### src/rtl/spi_master_burst.sv
// SPI mode-0 master with register write and N-word burst read.
//
// Ports:
//   clk_i, rst_ni          system clock, asynchronous active-low reset
//   start_i                single-cycle request, honoured only in idle
//   instr_i, addr_i        command byte and register address
//   wr_en_i, wr_data_i     write mode and its payload word
//   rd_len_i               words to read after the address when not writing
//   miso_i                 serial data from the slave
//   cs_o, sclk_o, mosi_o   SPI bus (cs active low, sclk idles low, MSB first)
//   busy_o, done_o         transaction in flight / one-cycle end pulse
//   rx_data_o, rx_valid_o  last completed read word and its update strobe
//
// Build option: define SPI_LOOPBACK_EN to sample mosi instead of miso_i (self-test).
module spi_master_burst #(
    parameter int unsigned ClkDivHalf = 1221,
    parameter int unsigned DataW      = 8,
    parameter int unsigned CntW       = 4
) (
    input  logic             clk_i,
    input  logic             rst_ni,
    input  logic             start_i,
    input  logic [7:0]       instr_i,
    input  logic [7:0]       addr_i,
    input  logic             wr_en_i,
    input  logic [DataW-1:0] wr_data_i,
    input  logic [CntW-1:0]  rd_len_i,
    input  logic             miso_i,
    output logic             cs_o,
    output logic             sclk_o,
    output logic             mosi_o,
    output logic             busy_o,
    output logic             done_o,
    output logic [DataW-1:0] rx_data_o,
    output logic             rx_valid_o
);

    localparam int unsigned DivW    = (ClkDivHalf > 2) ? $clog2(ClkDivHalf) : 1;
    localparam int unsigned TxW     = 16 + DataW;
    localparam int unsigned MaxBits = 16 + DataW * ((2 ** CntW) - 1);
    localparam int unsigned BitW    = $clog2(MaxBits + 1);
    localparam int unsigned WbitW   = (DataW > 1) ? $clog2(DataW) : 1;

    typedef enum logic [2:0] {StIdle, StSetup, StShift, StHold, StGap} state_e;

    state_e           state_q;
    logic [DivW-1:0]  div_q;
    logic [TxW-1:0]   tx_q;
    logic [BitW-1:0]  bit_q;
    logic [BitW-1:0]  frame_bits_q;
    logic [WbitW-1:0] wbit_q;
    logic [DataW-1:0] rx_sh_q;
    logic [DataW-1:0] rx_data_q;
    logic             wr_en_q;
    logic             cs_q;
    logic             sclk_q;
    logic             mosi_q;
    logic             busy_q;
    logic             done_q;
    logic             rx_valid_q;

    logic             tick;
    logic             read_phase;
    logic             miso_s;
    logic [BitW-1:0]  frame_bits_d;
    logic [DataW-1:0] rx_word;

`ifdef SPI_LOOPBACK_EN
    logic unused_miso;
    assign unused_miso = miso_i;
    assign miso_s      = mosi_q;
`else
    assign miso_s      = miso_i;
`endif

    assign tick       = (div_q == DivW'(ClkDivHalf - 1));
    // bit_q counts completed bits, so it is the index of the bit now on the wire.
    assign read_phase = !wr_en_q && (bit_q >= BitW'(16));
    assign rx_word    = {rx_sh_q[DataW-2:0], miso_s};

    always_comb begin
        frame_bits_d = BitW'(16 + DataW);
        if (!wr_en_i) begin
            frame_bits_d = BitW'(16 + DataW * rd_len_i);
        end
    end

    always_ff @(posedge clk_i or negedge rst_ni) begin
        if (!rst_ni) begin
            state_q      <= StIdle;
            div_q        <= '0;
            tx_q         <= '0;
            bit_q        <= '0;
            frame_bits_q <= '0;
            wbit_q       <= '0;
            rx_sh_q      <= '0;
            rx_data_q    <= '0;
            wr_en_q      <= 1'b0;
            cs_q         <= 1'b1;
            sclk_q       <= 1'b0;
            mosi_q       <= 1'b0;
            busy_q       <= 1'b0;
            done_q       <= 1'b0;
            rx_valid_q   <= 1'b0;
        end else begin
            done_q     <= 1'b0;
            rx_valid_q <= 1'b0;
            // Every state change happens on a tick, so the wrap also clears the
            // divider on entry to the next state.
            if (state_q == StIdle || tick) begin
                div_q <= '0;
            end else begin
                div_q <= div_q + DivW'(1);
            end

            unique case (state_q)
                StIdle: begin
                    if (start_i) begin
                        tx_q         <= {instr_i, addr_i, (wr_en_i ? wr_data_i : {DataW{1'b0}})};
                        frame_bits_q <= frame_bits_d;
                        wr_en_q      <= wr_en_i;
                        bit_q        <= '0;
                        wbit_q       <= '0;
                        cs_q         <= 1'b0;
                        mosi_q       <= instr_i[7];
                        busy_q       <= 1'b1;
                        state_q      <= StSetup;
                    end
                end
                StSetup: begin
                    if (tick) begin
                        state_q <= StShift;
                    end
                end
                StShift: begin
                    if (tick) begin
                        if (!sclk_q) begin
                            sclk_q <= 1'b1;
                            if (read_phase) begin
                                rx_sh_q <= rx_word;
                                if (wbit_q == WbitW'(DataW - 1)) begin
                                    wbit_q     <= '0;
                                    rx_data_q  <= rx_word;
                                    rx_valid_q <= 1'b1;
                                end else begin
                                    wbit_q <= wbit_q + WbitW'(1);
                                end
                            end
                        end else begin
                            sclk_q <= 1'b0;
                            bit_q  <= bit_q + BitW'(1);
                            // Zeros shift in behind the payload, so mosi is low
                            // for the whole read phase.
                            tx_q   <= tx_q << 1;
                            if (bit_q + BitW'(1) == frame_bits_q) begin
                                mosi_q  <= 1'b0;
                                state_q <= StHold;
                            end else begin
                                mosi_q <= tx_q[TxW-2];
                            end
                        end
                    end
                end
                StHold: begin
                    if (tick) begin
                        cs_q    <= 1'b1;
                        done_q  <= 1'b1;
                        state_q <= StGap;
                    end
                end
                StGap: begin
                    if (tick) begin
                        busy_q  <= 1'b0;
                        state_q <= StIdle;
                    end
                end
                default: begin
                    state_q <= StIdle;
                end
            endcase
        end
    end

    assign cs_o       = cs_q;
    assign sclk_o     = sclk_q;
    assign mosi_o     = mosi_q;
    assign busy_o     = busy_q;
    assign done_o     = done_q;
    assign rx_data_o  = rx_data_q;
    assign rx_valid_o = rx_valid_q;

endmodule

### config.mk
export PLATFORM = sky130hd
export DESIGN_NAME = spi_master_burst
export DESIGN_NICKNAME = d
export VERILOG_FILES = /design/src/rtl/spi_master_burst.sv
export SDC_FILE = /design/constraint.sdc
export NUM_CORES = 1
export LEC_CHECK = 0
export CORE_MARGIN = 2
export CORE_UTILIZATION = 32
export DETAILED_ROUTE_END_ITERATION = 8
export HOLD_SLACK_MARGIN = 0.06
export PLACE_DENSITY_LB_ADDON = 0.2
export SLEW_MARGIN = 10
export SYNTH_ARGS = -nofsm -noshare
export SYNTH_HDL_FRONTEND = slang
export SYNTH_SLANG_ARGS = --single-unit
export TNS_END_PERCENT = 10
### constraint.sdc
create_clock -name clk_i -period 3.6 [get_ports clk_i]
set_input_delay 0.36 -clock clk_i [delete_from_list [all_inputs] [get_ports clk_i]]
set_output_delay 0.36 -clock clk_i [all_outputs]
set_load 0.02 [all_outputs]
# Word-level counts from Yosys, hierarchy flattened
# Cells that the tools add are included.
# classes
n_addsub	4
n_lt_le_gt_ge	1
eq_ne	16
muxes	44
bitwise	1
n_reduce_logical	16
# op_table
cell	n
$mux 23	3
$pmux 23 s2	1
$mux 8	5
$mux 3	12
$ne 2x2->1 const B	9
$mux 1	16
$pmux 8 s2	1
$pmux 3 s5	1
$add 11x1->11 const B	1
$eq 11x11->1 const B	1
$mux 11	1
$reduce_and 5->1	2
$add 5x7->8 const A	1
$add 8x1->8 const B	1
$eq 8x8->1	1
$ge 8x5->1 const B	1
$reduce_and 4->1	2
$reduce_and 7->1	1
$eq 3x2->1 const B	2
$eq 3x3->1 const B	2
$pmux 1 s2	3
$pmux 3 s2	1
$reduce_and 3->1	2
$reduce_bool 2->1	3
other kinds (8)	9
# totals
regBits	78
input_bits	33

# Longest topological paths before layout
# logic_depth
word_depth	6
depth_mapped	8

# Worst setup path before layout
# Ideal clock, no wire load.
# synth_path
path_kind	reg2reg
from	register div_q[0]
to	register rx_data_q[0] (netlist: rx_data_o[0])
arrival_time_ns	2.086
setup_slack_ns	1.390
stages_incl_launch_ff	8
path_buffers	1
synth_period_minus_slack_ns	2.210
cell_sequence	dfrtp_1 > inv_1 > ha_1 > or4b_4 > nor4_2 > and3_1 > buf_4 > mux2_2
# synth_via
elab_chain_len	2
# synth_rtl
element	line	rtl
from (decl)	47	logic [DivW-1:0] div_q;
from (signal assigned)	113	div_q <= div_q + DivW'(1);
$eq 11x11->1	76	assign tick = (div_q == DivW'(ClkDivHalf - 1));
$reduce_and 5->1 (no line)	n/a	
to (signal assigned)	143	rx_data_q <= rx_word;
to (decl)	53	logic [DataW-1:0] rx_data_q;
# Every way passes these cells.
# A chain may end at the register's enable or synchronous reset.

# Worst setup path after layout
# layout_path
from	register state_q[1]
to	register tx_q[18]
# layout_via
elab_chain_len	3
# layout_rtl
element	line	rtl
from (decl)	46	state_e state_q;
from (signal assigned)	90	state_q <= StIdle;
from (signal assigned)	127	state_q <= StSetup;
from (signal assigned)	132	state_q <= StShift;
$eq 3x2->1 or $logic_not 3->1 (tied branches)	116	unique case (state_q)
$ne 2x2->1 (no line) or $reduce_bool 2->1 (tied branches)	n/a	
$reduce_and 4->1 (no line)	n/a	
to (signal assigned)	119	tx_q <= {instr_i, addr_i, (wr_en_i ? wr_data_i : {DataW{1'b0}})};
to (signal assigned)	154	tx_q <= tx_q << 1;
to (decl)	48	logic [TxW-1:0] tx_q;
# Parallel ways exist; a longest one is shown, timed or not.

==> metrics.yaml <==
timing.final.crit_period_ps: 2791
path_cells: "or3b_1 -> or4_4 -> nand2_2 -> a31oi_1"
synth.avg_cell_area_um2: 9.862
postCtsHoldBufs: 0
antennaDiodeCount: 0
arrival_ps: 2970
synth_area_um2: 3600
cts_root_buffer: "clkbuf_8"
p_int_mw: 1.450
numClockSinks: 75
synth_async_sr_flop_share_pct: 100.0
tightest_slew_ps: 988.2
power.density_nw_per_um2: 464.6
crit_required_ps: 3780
post_cts.repair.setup_buffers: 0
dr.pass1.iters: 4
drc: 0
synth_fp_nets: 405
dp_slack_ps: 787.5
clk_latency_ps: 360
synth-adder-area-share_pct: 2.433
drv_slew: 0
synth_xor_area_share_pct: 4.866
critPathKind: "reg2reg"
clockBufferDepth: 2
slowest_delay_ps: 650
cts_resized: 0
post-route-period-util_pct: 77.53
numCtsBuffers: 9
overflow: 0
swShare_pct: 28.28
start_util_pct: 33.06
synthTopCellsByArea: "dfrtp_1, nand2_1, mux2_2"
h-tree-depth: 3
grt_max_degree: 76
finalHoldViolCount: 0
yosys_register_bits: 75
tns_ps: 0
power_frac_seq_pct: 51.6
rsz0062_at_grt: "false"
slew_headroom_pct: 34.12
gp_congestion: 0.8034
cp-start-kind: "flip-flop"
synth_top_family_by_area: "simple AND/OR/NAND/NOR gates"
vias_per_cell: 4.898
final_nets: 444
slowest_stage: "or3b_1"
routed_wl_um: 7790
ioPinCount: 47
synth_compound_area_share_pct: 10.46
wire_per_inst_um: 14.19
fin_skew_ps: 13.19
muxShareOfSynthArea_pct: 5.283
status: "finished clean"
fp-row-count: 38
syn_to_final_growth_pct: 20.89
power.switching_mw: 0.5717
tritoncts: "yes"
grt_pass1_vias: 2578
synth-main-ff-cell: "dfrtp_1"
synthTopCellsByCount: "dfrtp_1, nand2_1, nor2_1, a31oi_1, nand3_1"
core_um2: 10890
yosysSeqAreaShare_pct: 52.17
die_h_um: 110.1
synth-edff-count: 0
drive_above_1_share_pct: 11.00
drtIter0Drc: 145
fp.dieW_um: 110.1
io_buffers: 46
fillers: 1112
pwr-share-clk_pct: 34.1
via_count: 2689
fin_total_pwr_mw: 2.022
crit_path_end_kind: "flip-flop"
synth_simple_gate_area_share_pct: 20.82
setup_viol: 0
timing.critical_path.fanout_max: 48
fmax_ghz: 0.3583
hold_class: "in2async"
grt_antenna_before_repair: 0
gr-usage-all-layers_pct: 13.82
synth_cell_types: 46
grt_first_pass_wirelength_um: 12950
vdd_drop_max_mv: 0.1799
yosysTopAreaCellShare_pct: 51.44
die_area_um2: 12110
hpwl_um: 5113
synthMostInstantiatedCell: "dfrtp_1"
setup_ws_ps: 809.0
path_clk_slew_ps: 80
p_comb_share_pct: 14.3
antenna_left: 0
drv_cap: 0
synthCells: 365
yosys_warnings: 0
p_leak_nw: 1.846
yosys.area.top_type: "dfrtp_1"
-- placed cells by master (no fill, tap or decap), types with 3 or more instances in the layout --
| cell | synthesis | routed |
|---|---|---|
| clkbuf_8 | 0 | 10 |
| xor2_1 | 7 | 7 |
| and3_1 | 5 | 5 |
| nand2b_1 | 3 | 3 |
| nand2_1 | 57 | 57 |
| a22o_1 | 3 | 3 |
| a21oi_1 | 5 | 5 |
| o31ai_1 | 4 | 4 |
| nor2_1 | 44 | 44 |
| inv_1 | 8 | 8 |
| xnor2_1 | 13 | 13 |
| mux2_2 | 16 | 16 |
| dfrtp_1 | 74 | 74 |
| nand3_1 | 20 | 20 |
| buf_4 | 4 | 4 |
| ha_1 | 7 | 7 |
| clkdlybuf4s50_1 | 0 | 45 |
| inv_6 | 0 | 3 |
| a31oi_1 | 27 | 27 |
| nor2b_1 | 5 | 5 |
| o21ai_0 | 14 | 14 |
-- worst paths after layout --
kind | cells after the start | slack [ps] | from | endpoint
min reg2reg | 2 | 490 | wr_en_q | wr_en_q
max reg2reg | 4 | 810 | state_q[1] | tx_q[18]
min in group clk_i | 2 | 490 | wr_en_q | wr_en_q
max | 4 | 810 | state_q[1] | tx_q[18]
min | 1 | 140 | rst_ni | frame_bits_q[6]
max in group asynchronous | 1 | 2790 | rst_ni | bit_q[4]
-- power by group through the flow --
stage / logic (mW) / registers, mW / clock network [mW]
floorplan: 0.204 / 1.04 / 0
global placement: 0.286 / 1.06 / 0
detailed placement: 0.294 / 1.06 / 0
CTS: 0.295 / 1.04 / 0.715
global route: 0.331 / 1.06 / 0.754
finish: 0.289 / 1.04 / 0.690
-- logic make-up after synthesis --
| family | after synthesis |
|---|---|
| AO/OA/AOI/OAI | 60 |
| buffers and inverters | 29 |
| AND/OR/NAND/NOR | 157 |
| XOR/XNOR | 20 |
| adder cells (fa/ha/maj) | 7 |
| multiplexers | 17 |
| flip-flops | 75 |
-- routing by layer --
metal  up-vias  share of wire, %  GRT usage [%]
li1       1346                 -              -
met3        11               4.1          3.410
met4         0               1.9          5.063
met2        44                46          20.86
met1      1288                48          19.19
met5         -                 0              0
-- final cells by class --
class,instances,area [um2],area share [%]
clock buffer,10,137.6,3.163
multi-input combinational,261,1579,36.29
tap,140,175.2,4.025
sequential,75,1878,43.16
timing repair buffer,49,480.5,11.04
clock inverter,6,71.32,1.639
inverter,8,30.03,0.6901
-- state kept, by name, indices dropped and copies added (netlist names), 3 cells and up --
signal and count:
tx_q 23, state_q 3, rx_data_o 8, frame_bits_q 5, wbit_q 3, rx_sh_q 7, div_q 11, bit_q 8
-- worst max-delay path: cells and delay by family (launching register included) --
| kind | cells | cell delay (ps) |
|---|---|---|
| DFF | 1 | 550 |
| and+or+nand+nor | 3 | 1880 |
| AOI/OAI and AO/OA | 1 | 180 |
-- per-stage QoR --
step	area (um2)	std cells	hold slack, ps	utilization, %
after floorplan	3600	365	64.41	-
after global placement	4143	533	465.4	38.05
after detailed placement	4143	533	473.1	38.05
after CTS	4352	549	200.2	39.97
after global routing	4352	549	235.3	39.97
final	4352	549	135.4	39.97
Note: power is estimated with default switching activity, not from simulation.
